[src/rtl/ysyx_23060203_rf_wb_sched_pkg.sv]
// Shared types for the RF write-back scheduler: address/data widths and the write-back request record.
// Latency and back-pressure are not applicable; this package holds only types and a helper function.
package ysyx_23060203_rf_wb_sched_pkg;

  localparam int REG_ADDR_W = 5;
  localparam int XLEN       = 32;

  typedef logic [REG_ADDR_W-1:0] reg_addr_t;
  typedef logic [XLEN-1:0]       xdata_t;

  typedef struct packed {
    logic      valid;
    reg_addr_t rd;
    xdata_t    data;
  } wb_req_t;

  // Out-of-range register numbers are folded onto x0 so they never touch a counter.
  function automatic reg_addr_t legal_rd(input reg_addr_t rd, input int nr_reg);
    return (int'(rd) < nr_reg) ? rd : '0;
  endfunction

endpackage

[src/rtl/ysyx_23060203_rf_wb_sched_if.sv]
// Issue/hazard query, two write-back request channels and the registered RF write port.
// master drives requests and queries; slave (the scheduler) returns readies, hazard and the RF write.
interface ysyx_23060203_rf_wb_sched_if;
  import ysyx_23060203_rf_wb_sched_pkg::*;

  logic      iss_valid;
  reg_addr_t iss_rd;
  logic      iss_ready;

  reg_addr_t chk_rs1;
  reg_addr_t chk_rs2;
  logic      chk_hazard;

  logic      wb0_valid;
  reg_addr_t wb0_rd;
  xdata_t    wb0_data;
  logic      wb0_ready;

  logic      wb1_valid;
  reg_addr_t wb1_rd;
  xdata_t    wb1_data;
  logic      wb1_ready;

  logic      rf_wen;
  reg_addr_t rf_waddr;
  xdata_t    rf_wdata;

  modport master (
    output iss_valid, iss_rd, chk_rs1, chk_rs2,
    output wb0_valid, wb0_rd, wb0_data,
    output wb1_valid, wb1_rd, wb1_data,
    input  iss_ready, chk_hazard, wb0_ready, wb1_ready,
    input  rf_wen, rf_waddr, rf_wdata
  );

  modport slave (
    input  iss_valid, iss_rd, chk_rs1, chk_rs2,
    input  wb0_valid, wb0_rd, wb0_data,
    input  wb1_valid, wb1_rd, wb1_data,
    output iss_ready, chk_hazard, wb0_ready, wb1_ready,
    output rf_wen, rf_waddr, rf_wdata
  );

endinterface

[src/rtl/ysyx_23060203_rr_arb2.sv]
// Two-way round-robin arbiter: combinational grant from req, pointer moves only on a completed handshake.
// Zero latency; a lone requester always wins, on contention the side not granted last wins.
module ysyx_23060203_rr_arb2 (
  input  logic       clk,
  input  logic       rst,
  input  logic [1:0] req,
  input  logic       handshake,
  output logic [1:0] gnt
);

  // last1_q = 1 means requester 1 was granted last, so requester 0 is favoured next.
  logic last1_q, last1_d;

  always_comb begin
    gnt = req;
    if (&req) begin
      gnt = last1_q ? 2'b01 : 2'b10;
    end
  end

  always_comb begin
    last1_d = last1_q;
    if (handshake) begin
      last1_d = gnt[1];
    end
  end

  always_ff @(posedge clk or posedge rst) begin
    if (rst) begin
      last1_q <= 1'b1;
    end else begin
      last1_q <= last1_d;
    end
  end

endmodule

[src/rtl/ysyx_23060203_rf_wb_sched.sv]
// RF write-back scheduler: round-robin wb0/wb1 onto one registered RF write port plus a pending-write scoreboard.
// Latency 1 from handshake to rf_wen; the write port never back-pressures, issue stalls on a saturated rd counter.
module ysyx_23060203_rf_wb_sched
  import ysyx_23060203_rf_wb_sched_pkg::*;
#(
  parameter int NR_REG = 16,
  parameter int CNT_W  = 2
) (
  input logic                        clk,
  input logic                        rst,
  ysyx_23060203_rf_wb_sched_if.slave bus
);

  localparam logic [CNT_W-1:0] CNT_MAX = '1;

  reg_addr_t iss_rd_s, rs1_s, rs2_s;
  wb_req_t   req0, req1;
  logic [1:0] arb_req, arb_gnt, wb_rdy;
  logic      wb_hs;
  reg_addr_t sel_rd;
  xdata_t    sel_data;

  logic [CNT_W-1:0] cnt_q [1:NR_REG-1];
  logic [CNT_W-1:0] cnt_d [1:NR_REG-1];
  logic [CNT_W-1:0] iss_cnt, rs1_cnt, rs2_cnt, ret_cnt;
  logic             iss_ready, iss_fire;

  logic      rf_wen_q, rf_wen_d;
  reg_addr_t rf_waddr_q, rf_waddr_d;
  xdata_t    rf_wdata_q, rf_wdata_d;

  assign iss_rd_s = legal_rd(bus.iss_rd, NR_REG);
  assign rs1_s    = legal_rd(bus.chk_rs1, NR_REG);
  assign rs2_s    = legal_rd(bus.chk_rs2, NR_REG);

  always_comb begin
    req0.valid = bus.wb0_valid;
    req0.rd    = legal_rd(bus.wb0_rd, NR_REG);
    req0.data  = bus.wb0_data;
    req1.valid = bus.wb1_valid;
    req1.rd    = legal_rd(bus.wb1_rd, NR_REG);
    req1.data  = bus.wb1_data;
  end

  assign arb_req = {req1.valid, req0.valid};

  ysyx_23060203_rr_arb2 u_arb (
    .clk       (clk),
    .rst       (rst),
    .req       (arb_req),
    .handshake (wb_hs),
    .gnt       (arb_gnt)
  );

  // Ready depends only on valids and the pointer; forced low while reset is held.
  assign wb_rdy        = rst ? 2'b00 : arb_gnt;
  assign wb_hs         = |wb_rdy;
  assign bus.wb0_ready = wb_rdy[0];
  assign bus.wb1_ready = wb_rdy[1];

  assign sel_rd   = wb_rdy[1] ? req1.rd   : req0.rd;
  assign sel_data = wb_rdy[1] ? req1.data : req0.data;

  // x0 has no counter; every lookup of it reads as zero.
  always_comb begin
    iss_cnt = '0;
    rs1_cnt = '0;
    rs2_cnt = '0;
    ret_cnt = '0;
    for (int i = 1; i < NR_REG; i++) begin
      if (iss_rd_s == REG_ADDR_W'(i))   iss_cnt = cnt_q[i];
      if (rs1_s == REG_ADDR_W'(i))      rs1_cnt = cnt_q[i];
      if (rs2_s == REG_ADDR_W'(i))      rs2_cnt = cnt_q[i];
      if (rf_waddr_q == REG_ADDR_W'(i)) ret_cnt = cnt_q[i];
    end
  end

  assign iss_ready      = !rst && (iss_cnt != CNT_MAX);
  assign iss_fire       = bus.iss_valid && iss_ready && (iss_rd_s != '0);
  assign bus.iss_ready  = iss_ready;
  assign bus.chk_hazard = (rs1_cnt != '0) || (rs2_cnt != '0);

  // Retirement happens on the same edge the RF captures the data.
  always_comb begin
    for (int i = 1; i < NR_REG; i++) begin
      cnt_d[i] = cnt_q[i];
      if (iss_fire && (iss_rd_s == REG_ADDR_W'(i)) &&
          !(rf_wen_q && (rf_waddr_q == REG_ADDR_W'(i)))) begin
        cnt_d[i] = cnt_q[i] + CNT_W'(1);
      end else if (rf_wen_q && (rf_waddr_q == REG_ADDR_W'(i)) &&
                   !(iss_fire && (iss_rd_s == REG_ADDR_W'(i))) &&
                   (cnt_q[i] != '0)) begin
        cnt_d[i] = cnt_q[i] - CNT_W'(1);
      end
    end
  end

  always_comb begin
    rf_wen_d   = wb_hs && (sel_rd != '0);
    rf_waddr_d = rf_wen_d ? sel_rd   : '0;
    rf_wdata_d = rf_wen_d ? sel_data : '0;
  end

  always_ff @(posedge clk or posedge rst) begin
    if (rst) begin
      for (int i = 1; i < NR_REG; i++) begin
        cnt_q[i] <= '0;
      end
      rf_wen_q   <= 1'b0;
      rf_waddr_q <= '0;
      rf_wdata_q <= '0;
    end else begin
      for (int i = 1; i < NR_REG; i++) begin
        cnt_q[i] <= cnt_d[i];
      end
      rf_wen_q   <= rf_wen_d;
      rf_waddr_q <= rf_waddr_d;
      rf_wdata_q <= rf_wdata_d;
    end
  end

  assign bus.rf_wen   = rf_wen_q;
  assign bus.rf_waddr = rf_waddr_q;
  assign bus.rf_wdata = rf_wdata_q;

  // Protocol errors: retiring a register with nothing pending, or naming a register that does not exist.
  ast_no_underflow: assert property (@(posedge clk) disable iff (rst)
    rf_wen_q |-> (ret_cnt != '0));
  ast_iss_rd_range: assert property (@(posedge clk) disable iff (rst)
    bus.iss_valid |-> (int'(bus.iss_rd) < NR_REG));
  ast_wb0_rd_range: assert property (@(posedge clk) disable iff (rst)
    bus.wb0_valid |-> (int'(bus.wb0_rd) < NR_REG));
  ast_wb1_rd_range: assert property (@(posedge clk) disable iff (rst)
    bus.wb1_valid |-> (int'(bus.wb1_rd) < NR_REG));

endmodule

[src/flat_wrapper.sv]
// flat-port wrapper written by rule: the top's interface ports become plain ports
module ysyx_23060203_rf_wb_sched_flat import ysyx_23060203_rf_wb_sched_pkg::*;
#(
  parameter int NR_REG = 16,
  parameter int CNT_W  = 2
)
  (clk, rst, bus_iss_valid, bus_iss_rd, bus_chk_rs1, bus_chk_rs2, bus_wb0_valid, bus_wb0_rd, bus_wb0_data, bus_wb1_valid, bus_wb1_rd, bus_wb1_data, bus_iss_ready, bus_chk_hazard, bus_wb0_ready, bus_wb1_ready, bus_rf_wen, bus_rf_waddr, bus_rf_wdata);
  ysyx_23060203_rf_wb_sched_if bus_i ();
  input logic clk;
  input logic rst;
  input wire logic [$bits(bus_i.iss_valid)-1:0] bus_iss_valid;
  input wire logic [$bits(bus_i.iss_rd)-1:0] bus_iss_rd;
  input wire logic [$bits(bus_i.chk_rs1)-1:0] bus_chk_rs1;
  input wire logic [$bits(bus_i.chk_rs2)-1:0] bus_chk_rs2;
  input wire logic [$bits(bus_i.wb0_valid)-1:0] bus_wb0_valid;
  input wire logic [$bits(bus_i.wb0_rd)-1:0] bus_wb0_rd;
  input wire logic [$bits(bus_i.wb0_data)-1:0] bus_wb0_data;
  input wire logic [$bits(bus_i.wb1_valid)-1:0] bus_wb1_valid;
  input wire logic [$bits(bus_i.wb1_rd)-1:0] bus_wb1_rd;
  input wire logic [$bits(bus_i.wb1_data)-1:0] bus_wb1_data;
  output wire logic [$bits(bus_i.iss_ready)-1:0] bus_iss_ready;
  output wire logic [$bits(bus_i.chk_hazard)-1:0] bus_chk_hazard;
  output wire logic [$bits(bus_i.wb0_ready)-1:0] bus_wb0_ready;
  output wire logic [$bits(bus_i.wb1_ready)-1:0] bus_wb1_ready;
  output wire logic [$bits(bus_i.rf_wen)-1:0] bus_rf_wen;
  output wire logic [$bits(bus_i.rf_waddr)-1:0] bus_rf_waddr;
  output wire logic [$bits(bus_i.rf_wdata)-1:0] bus_rf_wdata;
  assign bus_i.iss_valid = bus_iss_valid;
  assign bus_i.iss_rd = bus_iss_rd;
  assign bus_i.chk_rs1 = bus_chk_rs1;
  assign bus_i.chk_rs2 = bus_chk_rs2;
  assign bus_i.wb0_valid = bus_wb0_valid;
  assign bus_i.wb0_rd = bus_wb0_rd;
  assign bus_i.wb0_data = bus_wb0_data;
  assign bus_i.wb1_valid = bus_wb1_valid;
  assign bus_i.wb1_rd = bus_wb1_rd;
  assign bus_i.wb1_data = bus_wb1_data;
  assign bus_iss_ready = bus_i.iss_ready;
  assign bus_chk_hazard = bus_i.chk_hazard;
  assign bus_wb0_ready = bus_i.wb0_ready;
  assign bus_wb1_ready = bus_i.wb1_ready;
  assign bus_rf_wen = bus_i.rf_wen;
  assign bus_rf_waddr = bus_i.rf_waddr;
  assign bus_rf_wdata = bus_i.rf_wdata;
  ysyx_23060203_rf_wb_sched #(.NR_REG(NR_REG), .CNT_W(CNT_W)) u_core (.clk(clk), .rst(rst), .bus(bus_i));
endmodule
[config.mk]
export PLATFORM = sky130hd
export DESIGN_NAME = ysyx_23060203_rf_wb_sched_flat
export DESIGN_NICKNAME = d
export VERILOG_FILES = /design/src/rtl/ysyx_23060203_rf_wb_sched_pkg.sv /design/src/rtl/ysyx_23060203_rf_wb_sched_if.sv /design/src/rtl/ysyx_23060203_rr_arb2.sv /design/src/rtl/ysyx_23060203_rf_wb_sched.sv /design/src/flat_wrapper.sv
export SDC_FILE = /design/constraint.sdc
export NUM_CORES = 1
export LEC_CHECK = 0
export ABC_AREA = 1
export CORE_MARGIN = 2
export CORE_UTILIZATION = 47
export CTS_CLUSTER_DIAMETER = 40
export CTS_CLUSTER_SIZE = 30
export DETAILED_ROUTE_END_ITERATION = 7
export PLACE_DENSITY = 0.81
export SLEW_MARGIN = 20
export SYNTH_ARGS = -nofsm -noshare
export SYNTH_HDL_FRONTEND = slang
export SYNTH_SLANG_ARGS = --single-unit
[constraint.sdc]
create_clock -name clk -period 6.7 [get_ports clk]
set_input_delay 2.01 -clock clk [delete_from_list [all_inputs] [get_ports clk]]
set_output_delay 2.01 -clock clk [all_outputs]
set_load 0.01 [all_outputs]
==> metrics <==
outcome=finished, final reports clean; Hold Fails Final Rpt=0; DR vias=4979; Total GRT Usage=0.283; Hold Buf Count CTS=0; Starting Density=0.476; worst slew pin tran=0.941 ns; Pleak=2.76 nW; Skew-Pair Late Insertion Delay=0.35 ns; Final min period=6.51 ns; vias in the first global route=5001; DRC errors left=0; Final Skew=0.00939 ns; FF+latch count, synth=68; Yosys warnings=0; Synth Net Count=752; Mapped Cells=658; Vias/cell=5.48; # diodes=0; post-DP HPWL=10700 microns; Worst slew margin=0.369; DRT iter0 DRCs=345; Routed WL per cell=15.3 microns; Max Slew Vio Count=0; Final setup violation count=0; mean cell area of the mapped netlist=6.58 sq um; initial antenna violation count=0; share of cells above drive strength 1=0.0464; sequential fraction of the synthesis area=0.393; PwrDens=199 mW/mm^2; final worst-path cycle share=0.971; final setup TNS=0 ns; PnR worst setup slack=0.193 ns; TritonCTS clock tree=built; worst slack at placement=0.183 ns; Die Y=100 microns; CTS root buffer=clkbuf_8; H-tree depth=3; IO Count=136; row cnt=35; drt total wl=13900 microns; pin count of the biggest net entering global routing=63; Worst Path Required=4.69 ns; Worst Hold Class=reg -> reg; die area=0.0100 sq mm; Cell Area, Synth=0.00433 sq mm; Die W=100 microns; Initial DRT Pass Iterations=5; first-pass GRT wire length=22400 microns; port bufs=134; remaining global-route overflow=0; crit start category=primary input; Max Cap Viol=0; CP max FO=5; RePlAce Congestion=1.05; Clock Tree Buf Depth=2; Setup CP Type=in -> out; Area Growth Syn to Fin=38.1%; Critical Path Sink Type=output port; CP arrival=4.50 ns; TritonCTS buffer count=9; Reg clk slew, reported paths=0.08 ns; Unique masters post-synth=38; RSZ-0062 raised after global routing=no; clk sink count=68; Routed Antenna Nets=0; Max Fclk=154 MHz; Max IR drop VDD=0.154 mV; CORE AREA=0.00911 sq mm; final net count=887
registers in the layout, summed over array words and instances (netlist names):
name                  cells
u_core.bus.rf_wdata      32
u_core.cnt_q             30
u_core.bus.rf_waddr       4
u_core.bus.rf_wen         1
u_core.u_arb.last1_q      1
per-stage QoR:
stage / instances / hold WS, ns / power [W] / area (sq um) / utilization
floorplan: 658 / 0.473 / 0.000671 / 4330 / -
global placement: 893 / 0.493 / 0.000817 / 5770 / 0.633
detailed placement: 893 / 0.511 / 0.000830 / 5770 / 0.633
CTS: 909 / 0.530 / 0.00119 / 5980 / 0.656
global route: 909 / 0.554 / 0.00126 / 5980 / 0.657
finish: 909 / 0.531 / 0.00119 / 5980 / 0.657
power by group:
| group | internal [W] | switching, W | total, W | leakage [nW] |
|---|---|---|---|---|
| sequential | 0.000461 | 0.0000644 | 0.000525 | 0.905 |
| combinational | 0.000142 | 0.000162 | 0.000304 | 1.76 |
| clock | 0.000193 | 0.000169 | 0.000362 | 0.102 |
| total | 0.000796 | 0.000395 | 0.00119 | 2.76 |
metal layers:
metal  track usage  up-vias  part of all wire
li1              -     2396                 -
met1         0.308     2296              0.37
met2         0.496      246              0.49
met3         0.117       41              0.11
met4         0.104        0             0.025
met5             0        -                 0
kinds of logic after synthesis:
| logic type | after synthesis | share of synthesized area |
|---|---|---|
| simple gates | 387 | 0.385 |
| buf+inv | 108 | 0.0988 |
| compound gates | 94 | 0.122 |
| flops | 68 | 0.393 |
| other cells | 1 | 0.000866 |
synth_stat cells:
cell type / count / area share
a211o_1: 1 / 0.0020
a211oi_1: 2 / 0.0035
a21oi_1: 44 / 0.051
a22oi_1: 1 / 0.0017
a31oi_1: 4 / 0.0058
a32o_1: 4 / 0.0092
a32oi_1: 1 / 0.0020
buf_4: 2 / 0.0035
buf_6: 2 / 0.0052
clkbuf_1: 10 / 0.0087
clkinv_1: 3 / 0.0026
conb_1: 1 / 0.00087
dfrtp_1: 67 / 0.39
dfstp_2: 1 / 0.0061
inv_1: 88 / 0.076
inv_2: 3 / 0.0026
nand2_1: 198 / 0.17
nand2_2: 2 / 0.0029
nand3_1: 72 / 0.083
nand3_2: 1 / 0.0023
nand3b_1: 5 / 0.0087
nand3b_2: 1 / 0.0026
nand4_1: 14 / 0.020
nand4_2: 1 / 0.0029
nor2_1: 74 / 0.064
nor2_2: 3 / 0.0043
nor2_4: 2 / 0.0052
nor3_1: 10 / 0.012
nor4_1: 1 / 0.0014
o2111ai_1: 1 / 0.0020
o21a_1: 1 / 0.0017
o21ai_0: 23 / 0.027
o21ai_1: 7 / 0.0081
o21bai_1: 3 / 0.0052
o22ai_1: 1 / 0.0014
o31ai_1: 1 / 0.0017
or2_1: 2 / 0.0029
or2_2: 1 / 0.0014
layout make-up:
class,count,area [sq um]
clock buffers,11,151
well taps,111,139
inverters,94,353
multi-input cells,482,2200
clock inverters,5,58.8
fillers,788,3130
repair buffers,138,1370
flip-flops and latches,68,1700
layout by cell type (no fill, tap or decap), types with 5 or more instances in the layout:
cell,count
nand2_1,198
clkdlybuf4s50_1,133
nand3_1,72
nand3b_1,5
nand4_1,14
dfrtp_1,67
a21oi_1,44
inv_1,87
o21ai_0,21
clkbuf_8,11
o21ai_1,8
nor2_1,74
nor3_1,10
path summary, 6_finish.rpt:
path | startpoint | endpoint | slack [ns] | cells past startpoint
max | bus_iss_rd[3] | bus_iss_ready | 0.19 | 16
min | u_core.cnt_q[5] | u_core.cnt_q[5] | 0.53 | 2
max reg2reg | u_core.u_arb.last1_q | u_core.bus.rf_wdata[21] | 3.85 | 9
min reg2reg | u_core.cnt_q[5] | u_core.cnt_q[5] | 0.53 | 2
max in group asynchronous | rst | u_core.bus.rf_wdata[13] | 3.67 | 3
min in group asynchronous | rst | u_core.bus.rf_wdata[22] | 2.01 | 2
what timing repair did:
action	4_1_cts	5_1_grt
resized for setup	0	4
setup buffers	0	0
endpoints found under the setup margin	0	1
worst max-delay path: stages:
cell and delay (ns):
clkdlybuf4s50_1 0.55, inv_1 0.09, nand3_2 0.12, inv_2 0.06, nand2_1 0.09, clkinv_1 0.16
a21oi_1 0.16, nand2_1 0.06, nand2_1 0.07, nand2_1 0.06, nand3_1 0.08, nand3_1 0.07
nand2_1 0.10, nand3_1 0.08, nor2_1 0.15, clkdlybuf4s50_1 0.56
Note: power is estimated with default switching activity, not from simulation.
==> patch 1, RTL diff (config.mk and constraints unchanged) <==
Reset style: synchronous (`rst`), changed in 2 clocked blocks.
--- a/src/rtl/ysyx_23060203_rr_arb2.sv
+++ b/src/rtl/ysyx_23060203_rr_arb2.sv
@@ -27,3 +27,3 @@
 
-  always_ff @(posedge clk or posedge rst) begin
+  always_ff @(posedge clk) begin
     if (rst) begin
--- a/src/rtl/ysyx_23060203_rf_wb_sched.sv
+++ b/src/rtl/ysyx_23060203_rf_wb_sched.sv
@@ -103,3 +103,3 @@
 
-  always_ff @(posedge clk or posedge rst) begin
+  always_ff @(posedge clk) begin
     if (rst) begin
Check against the original RTL: differs if rst is asserted again (counterexample within 4 cycles, from zero or initial values and one cycle with rst high); with rst held inactive, the same outputs for 4 cycles.
==> patch 1 against the unedited design <==
- setup slack worse by 0.049 ns
- synthesized area is 3.2% lower
- clock power increased by 5.5%
- highest routed layer unchanged
- total power shrank 16%
- clock skew grew 0.00074 ns
- sequential cell count is the same
- sequential share of layout area fell by 5.5 points
- via count hardly changed
- synthesized cell count is 0.91% higher
- wire length shrank 0.78%
- final area shrank 1.1%
==> patch 1: results (changes against the unedited design) <==
Vias after detailed routing: 4975 (-0.080%). The slew at the pin closest to its max-slew limit is 0.9272 ns (-0.01399 ns). For the routed length on met1, the log shows 5119 um (-1.4%). The tools report the beginning of the worst register-to-register path as u_core.u_arb.last1_q$_SDFFE_PP1P_. The most used flip-flop cell after synthesis is dfxtp_1.

The global-route track usage on met2 came out at 50.55% (+0.91 points). The run gives 42 (+11%) as the number of distinct library cell variants in the gate-level netlist after synthesis. The commonest cells after synthesis are 141 x nand2_1, 107 x nor2_1, 94 x inv_1. The worst hold path begins at u_core.cnt_q[15][1]$_SDFFE_PP0P_. The tools report the net count after synthesis as 758 (+0.80%). For the maximum number of pins on one net before global-route repair, the log shows 38 (-40%). The wire length on met2 was 6799 um (-0.69%). The tools report the post-route clock skew as 0.01014 ns (+0.0007422 ns).

The detail-routed net length per standard cell works out to 15.12 um (-1.3%). For the minimum hold slack, the log shows 0.4854 ns (-0.04558 ns). The tools report the worst-case hold path end point as u_core.cnt_q[15][1]$_SDFFE_PP0P_. For the arrival time of the worst setup path, the log shows 4.55 ns (+0.05 ns). The async set or reset register ratio after synthesis is 0% (-100 points). The DRC violation total after the first TritonRoute iteration is 302 (-12%), and the total placed instance area is 5640 um2 (-2.2%). The slack of the worst reg-to-reg path was 3.84 ns (about the same); the area added between synthesis and finish was 41.22%. The routed length on met3 came out at 1327 um (-14%). The run finished with clean final reports. The total routing usage reported by global routing is 28.35% (about the same). The critical path ends at bus_chk_hazard. Met1 usage in global routing: 29.13% (-1.6 points).
## patch 1: cell type report
type / instances / area (um2)
Timing Repair Buffer: 142 / 1409
Multi-Input combinational cell: 479 / 2409
Fill cell: 758 / 2759
Clock buffer: 10 / 137.6
Clock inverter: 6 / 86.33
Inverter: 101 / 381.6
Sequential cell: 68 / 1361
Tap cell: 108 / 135.1
## patch 1: kinds of logic (layout without fill, tap and decap cells)
| kind of cell | Yosys count | in the layout | synth area share [%] |
|---|---|---|---|
| flops | 68 | 68 | 32.48 |
| other cells | 1 | 1 | 0.08947 |
| compound gates | 115 | 115 | 15.85 |
| simple gates | 363 | 363 | 40.39 |
| buf+inv | 117 | 259 | 11.19 |
## patch 1: what timing repair did
item,CTS,global route
endpoints found under the hold margin,0,0
setup endpoints to repair,0,2
gates resized for setup,0,17
## patch 1: power breakdown
part | internal (uW) | total (uW) | switching, uW
clock network | 220 | 382 | 163
logic | 98.8 | 193 | 94.5
registers | 419 | 426 | 6.48
==> patch 2, RTL diff (same settings) <==
Without the edit above. `NR_REG` is set to 16 in 2 places; all go to 24.
--- a/src/rtl/ysyx_23060203_rf_wb_sched.sv
+++ b/src/rtl/ysyx_23060203_rf_wb_sched.sv
@@ -5,3 +5,3 @@
 #(
-  parameter int NR_REG = 16,
+  parameter int NR_REG = 24,
   parameter int CNT_W  = 2
--- a/src/flat_wrapper.sv
+++ b/src/flat_wrapper.sv
@@ -3,3 +3,3 @@
 #(
-  parameter int NR_REG = 16,
+  parameter int NR_REG = 24,
   parameter int CNT_W  = 2
Behaviour: not the same (Yosys sat finds a counterexample within 4 cycles, from zero or initial values and one cycle with rst high).
==> patch 2 against the unedited design <==
- via count grew 41%
- total power grew 41%
- final area increased by 39%
- wire length is 36% higher
- register-to-register slack worse by 0.44 ns
- first-iteration DRC count increased by 70%
- combinational power up 53%
- synthesized area grew 37%
- sequential share of layout area fell by 2.9 points
- setup slack worse by 0.028 ns
- final cell count is 48% higher
- highest routed layer unchanged
- sequential cell count grew 17
- critical path type unchanged
==> patch 2: results (changes against the unedited design) <==
The flow ran to the end, and the final reports show no timing, DRC or antenna violations. The logs give 1345 (+48%) for the final instance count without filler cells and 27.7% (+2.2 points) for the logic gate share of total power. The first-pass GRT wire length is 30450 um (+36%), and the number of antenna violations at the first check in global routing is 1 (+1). The tools report the post-CTS setup repair buffer count as 1 (+1).

The detail-routed net length per standard cell is 14.09 um (-8.0%), and the fraction of area in clock buffers and inverters is 3.482% (-0.031 points). Ranked by total cell area, the synthesized netlist is headed by dfrtp_1 35%, nand2_1 20%, inv_1 8.8%. The logs give 605.6 uW (+53%) for the net switching power figure and 42.7% (-1.4 points) for the part of the total power dissipated in sequential elements. The quantity of gates resized following cts was 8 (+8). From synthesis to final layout, the design area changed by 40.27%.

The run gives 1138 (+44%) as the number of fill cells in the layout. The run gives -0.2007 ns (-0.3834 ns) as the worst slack at placement. The share of layout cells above drive strength 1 was 11.09% (+6.5 points); the fraction of standard cell area that is sequential was 25.53% (-2.9 points). The post-synthesis sequential area ratio is 35.81% (-3.5 points), and the total routing usage reported by global routing is 29.06% (+0.73 points).

The maximum number of pins on one net before global-route repair is 39 (-38%), and the number of buffers outside the clock class in the layout is 211 (+53%). The clock distribution power is 498 uW (+38%), and the total placed instance area is 7988 um2 (+39%). Final-layout clock buffer total: 10 (-1). Global placement routability congestion: 0.9378 (-10%). Number of distinct library cell variants in the gate-level netlist after synthesis: 32 (-16%). Ranked by instance count, the synthesized netlist is headed by 322 x nand2_1, 139 x inv_1, 108 x nor2_1. Layout multi-input combinational cell count: 712 (+48%).
## patch 2: cell count changes in the layout (fill, tap and decap cells not counted), sizes merged, moves of 8 or more
cell | before | now
nand2 | 200 | 323
buf | 4 | 76
inv | 92 | 150
nor2 | 79 | 112
nand3 | 73 | 102
nand4 | 15 | 39
dfrtp | 67 | 84
nor3 | 10 | 25
a21oi | 44 | 57
clkdlybuf4s50 | 133 | 125
## patch 2: cell families (layout without fill, tap and decap cells)
logic type	count (synthesis)	after routing	share of synthesized area, %
AOI/OAI and AO/OA	98	98	8.842
and+or+nand+nor	614	614	44.46
other	0	1	0
buffers and inverters	165	375	10.88
DFF	85	85	35.81
## patch 2: critical path, stage by stage
cell and delay, ns:
clkdlybuf4s50_1 0.55, nand3_2 0.17, nor2_2 0.16, nand2_1 0.09
buf_4 0.16, clkinv_1 0.05, nand2_1 0.04, nand2_1 0.07
nand4_1 0.11, nand2_1 0.10, nand4_1 0.08, nand2_1 0.07
nand4_1 0.08, nand3_1 0.13, nand4_1 0.11, nor2_2 0.16
nand3_1 0.08, inv_1 0.05, dlygate4sd2_1 0.25
## patch 2: final timing paths
kind | startpoint | end | slack [ns]
setup / recovery | bus_iss_rd[0] | bus_iss_ready | 0.16
hold / removal | u_core.cnt_q[5]$_DFFE_PP0P_ | u_core.cnt_q[5]$_DFFE_PP0P_ | 0.50
setup reg to reg | u_core.cnt_q[39]$_DFFE_PP0P_ | u_core.cnt_q[26]$_DFFE_PP0P_ | 3.41
hold reg to reg | u_core.cnt_q[5]$_DFFE_PP0P_ | u_core.cnt_q[5]$_DFFE_PP0P_ | 0.50
max in group asynchronous | rst | u_core.u_arb.last1_q$_DFFE_PP1P_ | 4.04
min in group asynchronous | rst | u_core.bus.rf_wdata[6]$_DFF_PP0_ | 1.93
